File: config.mk
export PLATFORM = sky130hd
export DESIGN_NAME = scv_rominit_sink
export DESIGN_NICKNAME = d
export VERILOG_FILES = /design/src/rtl/scv_rominit_sink.sv
export SDC_FILE = /design/constraint.sdc
export NUM_CORES = 1
export LEC_CHECK = 0
export BUFFER_PORTS_ARGS = -buffer_cell sky130_fd_sc_hd__buf_2
export CAP_MARGIN = 20
export CORE_UTILIZATION = 35
export CTS_BUF_LIST = sky130_fd_sc_hd__clkbuf_8
export CTS_CLUSTER_SIZE = 20
export DETAILED_ROUTE_END_ITERATION = 8
export PLACE_DENSITY = 0.61
export SKIP_CTS_REPAIR_TIMING = 1
export SYNTH_ARGS = -nofsm -noshare
export SYNTH_HDL_FRONTEND = slang
export SYNTH_SLANG_ARGS = --single-unit
File: constraint.sdc
create_clock -name clk -period 3.4 [get_ports clk]
set_input_delay 0.34 -clock clk [delete_from_list [all_inputs] [get_ports clk]]
set_output_delay 0.34 -clock clk [all_outputs]
set_load 0.02 [all_outputs]
File: src/rtl/scv_rominit_sink.sv
// Streams bytes from a loader into one of four ROM targets (boot, chr, apu, cart),
// checking address contiguity and capacity and reporting per-target completion.
module scv_rominit_sink #(
  parameter int CART_AW    = 17,
  parameter int BOOT_BYTES = 4096,
  parameter int CHR_BYTES  = 1024,
  parameter int APU_BYTES  = 2048
) (
  input  logic               clk,
  input  logic               rst,
  input  logic               sel_boot,
  input  logic               sel_chr,
  input  logic               sel_apu,
  input  logic               sel_cart,
  input  logic [24:0]        addr,
  input  logic [7:0]         data,
  input  logic               valid,
  output logic               boot_we,
  output logic               chr_we,
  output logic               apu_we,
  output logic               cart_we,
  output logic [CART_AW-1:0] waddr,
  output logic [7:0]         wdata,
  output logic               busy,
  output logic [3:0]         loaded,
  output logic               err,
  output logic [CART_AW:0]   cart_size
);

  typedef enum logic [1:0] {IDLE, LOAD, DRAIN} state_t;

  localparam logic [CART_AW:0] CNT_MAX = {1'b1, {CART_AW{1'b0}}};

  state_t           state, state_nxt;
  logic [3:0]       sel, tgt, we_nxt;
  logic             one_hot, abort;
  logic             sess_err, suppress, idle_hold;
  logic             err_set, sess_err_set, suppress_set;
  logic [24:0]      prev_addr;
  logic [CART_AW:0] beat_cnt;

  // Capacity of a one-hot target vector, ordered {cart,apu,chr,boot}
  function automatic logic [25:0] cap_of(input logic [3:0] t);
    logic [25:0] c;
    c = '0;
    if (t[0]) c = 26'(BOOT_BYTES);
    if (t[1]) c = 26'(CHR_BYTES);
    if (t[2]) c = 26'(APU_BYTES);
    if (t[3]) c = 26'd1 << CART_AW;
    return c;
  endfunction

  assign sel     = {sel_cart, sel_apu, sel_chr, sel_boot};
  assign one_hot = (sel != 4'd0) && ((sel & (sel - 4'd1)) == 4'd0);
  assign abort   = (sel != tgt);

  always_ff @(posedge clk or posedge rst) begin
    if (rst) state <= IDLE;
    else     state <= state_nxt;
  end

  always_comb begin
    state_nxt = state;
    case (state)
      IDLE:    if (valid && !idle_hold && one_hot) state_nxt = LOAD;
      LOAD:    if (!valid) state_nxt = IDLE;
               else if (abort) state_nxt = DRAIN;
      DRAIN:   if (!valid) state_nxt = IDLE;
      default: state_nxt = IDLE;
    endcase
  end

  // Per-beat decision: which strobe fires next cycle and which error flags to raise
  always_comb begin
    we_nxt       = '0;
    err_set      = 1'b0;
    sess_err_set = 1'b0;
    suppress_set = 1'b0;
    case (state)
      IDLE: if (valid && !idle_hold) begin
        if (!one_hot) begin
          err_set = 1'b1;
        end else if (addr != 25'd0) begin
          err_set      = 1'b1;
          sess_err_set = 1'b1;
          suppress_set = 1'b1;
        end else if ({1'b0, addr} >= cap_of(sel)) begin
          err_set      = 1'b1;
          sess_err_set = 1'b1;
        end else begin
          we_nxt = sel;
        end
      end
      LOAD: if (valid) begin
        if (abort) begin
          err_set = 1'b1;
        end else if (!suppress) begin
          if (addr != prev_addr + 25'd1) begin
            err_set      = 1'b1;
            sess_err_set = 1'b1;
            suppress_set = 1'b1;
          end else if ({1'b0, addr} >= cap_of(tgt)) begin
            err_set      = 1'b1;
            sess_err_set = 1'b1;
          end else begin
            we_nxt = tgt;
          end
        end
      end
      default: ;
    endcase
  end

  always_ff @(posedge clk or posedge rst) begin
    if (rst) begin
      {cart_we, apu_we, chr_we, boot_we} <= '0;
      waddr     <= '0;
      wdata     <= '0;
      busy      <= 1'b0;
      loaded    <= '0;
      err       <= 1'b0;
      cart_size <= '0;
      tgt       <= '0;
      sess_err  <= 1'b0;
      suppress  <= 1'b0;
      idle_hold <= 1'b0;
      prev_addr <= '0;
      beat_cnt  <= '0;
    end else begin
      {cart_we, apu_we, chr_we, boot_we} <= we_nxt;
      if (|we_nxt) begin
        waddr <= addr[CART_AW-1:0];
        wdata <= data;
      end
      if (err_set) err <= 1'b1;
      // A malformed select in IDLE blocks new sessions until the stream goes quiet
      idle_hold <= (state == IDLE) && valid && (idle_hold || !one_hot);

      if (state == IDLE && state_nxt == LOAD) begin
        tgt       <= sel;
        busy      <= 1'b1;
        loaded    <= loaded & ~sel;
        sess_err  <= sess_err_set;
        suppress  <= suppress_set;
        prev_addr <= addr;
        beat_cnt  <= {{CART_AW{1'b0}}, 1'b1};
      end else if (state == LOAD && valid && !abort) begin
        sess_err  <= sess_err | sess_err_set;
        suppress  <= suppress | suppress_set;
        prev_addr <= addr;
        if (beat_cnt != CNT_MAX) beat_cnt <= beat_cnt + 1'b1;
      end

      if (state != IDLE && state_nxt == IDLE) begin
        busy <= 1'b0;
        if (state == LOAD && !sess_err) begin
          loaded <= loaded | tgt;
          if (tgt[3]) cart_size <= beat_cnt;
        end
      end
    end
  end

endmodule

==> results.sh <==
export IMPL_run_status="complete, no violations"
export IMPL_place_ws_ns=0.3384
export IMPL_peakVddDrop_mv=0.1880
export IMPL_coreArea_sq_um=15430
export IMPL_cts_sinks=105
export IMPL_path_clk_slew_ns=0.09
export IMPL_diodes=0
export IMPL_finalHoldViolations=0
export IMPL_worstPathCellList="ha_1, nand4_1, nor2_1, nand2_1, o2111a_1, nor3_1, and4bb_4, a31oi_4, buf_12, mux2_2"
export IMPL_syn_area_per_cell_sq_um=10.90
export IMPL_async_flop_share=1.000
export IMPL_postSynthCellCount=515
export IMPL_num_rows=45
export IMPL_hold_path_class="in -> reg"
export IMPL_post_route_drc_count=0
export IMPL_ff_latch_area_sq_um=2628
export IMPL_setup_ws_ns=0.3361
export IMPL_netlist_area_sq_um=5612
export IMPL_crit_buf_inv=1
export IMPL_postRouteAntennaNets=0
export IMPL_cts_buffers=9
export IMPL_grt_usage=0.1694
export IMPL_critPathMaxFanout=25
export IMPL_dp_hpwl_um=9554
export IMPL_final_cell_area_sq_um=6555
export IMPL_period_needed_ns=3.064
export IMPL_cts_tree="yes"
export IMPL_power_density_nw_per_um2=482.5
export IMPL_wl_per_cell_um=15.89
export IMPL_grt_first_pass_wirelength_um=21660
export IMPL_fin_nets=663
export IMPL_endpoint_kind="register"
export IMPL_cp_top_family="simple AND/OR/NAND/NOR gates"
export IMPL_area_growth_pct=16.81
export IMPL_clock_skew_ns=0.007712
export IMPL_dieWidth_um=128.6
export IMPL_p_leak_nw=3.148
export IMPL_grt_max_degree=88
export IMPL_num_vias=4299
export IMPL_antenna_found_initial=0
export IMPL_drv_slew=0
export IMPL_fmax_ghz=0.3264
export IMPL_max_cap_violations=0
export IMPL_synth_nets=566
export IMPL_worstMarginPinSlew_ns=0.7628
export IMPL_layout_drive_gt1_share=0.3106
export IMPL_rsz0062_at_grt="no"
export IMPL_start_util=0.3637
export IMPL_required_ns=3.67
export IMPL_finalSetupViolations=0
export IMPL_cp_slowest_cell="dfrtp_1"
export IMPL_synth_area_top_cells="dfrtp_1, mux2_2, mux2_4"
export IMPL_clock_latency_ns=0.38
export IMPL_ys_ff_latch=105
export IMPL_synth_edf_count=0
export IMPL_instances_no_fill=826
export IMPL_drtIter0Drc=211
export IMPL_crit_type="reg -> reg"
export IMPL_finalCritPeriodShare=0.9011
export IMPL_r2r_cells=10
export IMPL_hold_slack_ns=0.1828
export IMPL_htree_levels=3
export IMPL_routed_wl_um=13120
export IMPL_max_stage_delay_ns=0.45
export IMPL_yosysSeqAreaShare=0.4682
export IMPL_p_total_mw=3.163
export IMPL_port_buffers=92
export IMPL_cp_start_kind="register"
export IMPL_place_inst=810
export IMPL_cts_root_buf="clkbuf_8"
export IMPL_gp_congestion=0.8412
export IMPL_first_pass_iters=5
export IMPL_grt_ovfl_total=0
export IMPL_worstPathArrival_ns=3.34
export IMPL_place_area_sq_um=6349
export IMPL_ios=93
export IMPL_yosysTopAreaCell="dfrtp_1"
export IMPL_ys_warn_count=0
export IMPL_vias_per_cell=5.205
export IMPL_synth_top_area_share=0.4682
export IMPL_setup_tns_ns=0
export IMPL_slew_headroom=0.4902
export IMPL_cts_path_max_buffers=2
export IMPL_synth_cell_types=53
export IMPL_r2r_setup_slack_ns=0.34
export IMPL_die_area_sq_um=16540
export IMPL_whs_path_depth=2
export IMPL_multi_input_area_sq_um=2835
export IMPL_grt_pass1_vias=4254
export IMPL_die_y_um=128.6
export IMPL_worst_path_stages=10
export IMPL_utilization=0.4249
export IMPL_synthFlopType="dfrtp_1"
export IMPL_fillers=1547
-- kinds of logic (layout without fill, tap and decap cells) --
| family | count (synthesis) | count (layout) | share of synthesized area |
|---|---|---|---|
| AOI/OAI and AO/OA | 86 | 86 | 0.1048 |
| xor gates and xnor gates | 46 | 46 | 0.07180 |
| adders and majority gates | 11 | 11 | 0.02453 |
| buffers and inverters | 36 | 136 | 0.02720 |
| DFF | 105 | 105 | 0.4682 |
| muxes | 68 | 68 | 0.1492 |
| and+or+nand+nor | 163 | 163 | 0.1543 |
-- cells in the final DEF (no fill, tap or decap), types with 14 or more instances in the layout --
cell and n:
nor2_1 29, o21ai_0 22, nand3_1 17, inv_1 17, mux2_2 45, buf_2 92, dfrtp_1 105, mux2_4 20
xor2_1 25, xnor2_1 21, nand4_1 14, a21oi_1 20, nand2_1 40
-- registers in the layout, summed over array words and instances (netlist names), 2 cells and up --
name / flops
prev_addr: 25
beat_cnt: 18
cart_size: 18
waddr: 17
wdata: 8
loaded: 4
tgt: 4
state: 2
-- worst register-to-register path: stages (launching register included) --
cell      delay, ns
dfrtp_1        0.45
ha_1           0.25
nand4_1        0.12
nor2_1         0.43
nand2_1        0.16
o2111a_1       0.27
nor3_1         0.21
and4bb_4       0.25
a31oi_4        0.20
buf_12         0.23
mux2_2         0.37
-- per-layer routing --
metal	wire, um	vias to the layer above	global-route usage
li1	-	2053	-
met1	6406	2120	0.2299
met2	5894	108	0.2655
met3	536	18	0.03077
met4	285	0	0.07266
met5	0	-	0
-- final cells by class --
| class | count | area share |
|---|---|---|
| multi-input combinational | 374 | 0.4325 |
| sequential | 105 | 0.4008 |
| timing repair buffer | 105 | 0.09048 |
| tap | 211 | 0.04027 |
| clock buffer | 11 | 0.02310 |
| inverter | 17 | 0.01012 |
| clock inverter | 3 | 0.002672 |
-- synth_stat cells (all sizes together), types with 9 or more instances --
cell	count
a211o	9
ha	11
inv	17
mux2	65
clkbuf	15
xor2	25
nand2	40
nand3	18
xnor2	21
nor3	11
dfrtp	105
nand4	14
a21oi	21
nor2	29
o21ai	22
-- power breakdown --
group	switching [mW]	leakage (nW)	internal [mW]
registers	0.232	1.38	1.40
clock network	0.421	0.0929	0.298
logic	0.423	1.67	0.388
-- path summary, 6_finish.rpt --
| check | from | end |
|---|---|---|
| max | prev_addr[0] | waddr[11] |
| min | data[1] | wdata[1] |
| max reg2reg | prev_addr[0] | waddr[11] |
| min reg2reg | cart_size[1] | cart_size[1] |
| max in group asynchronous | rst | beat_cnt[16] |
| min in group asynchronous | rst | wdata[5] |
No activity file was read; power rests on OpenSTA's default activity.
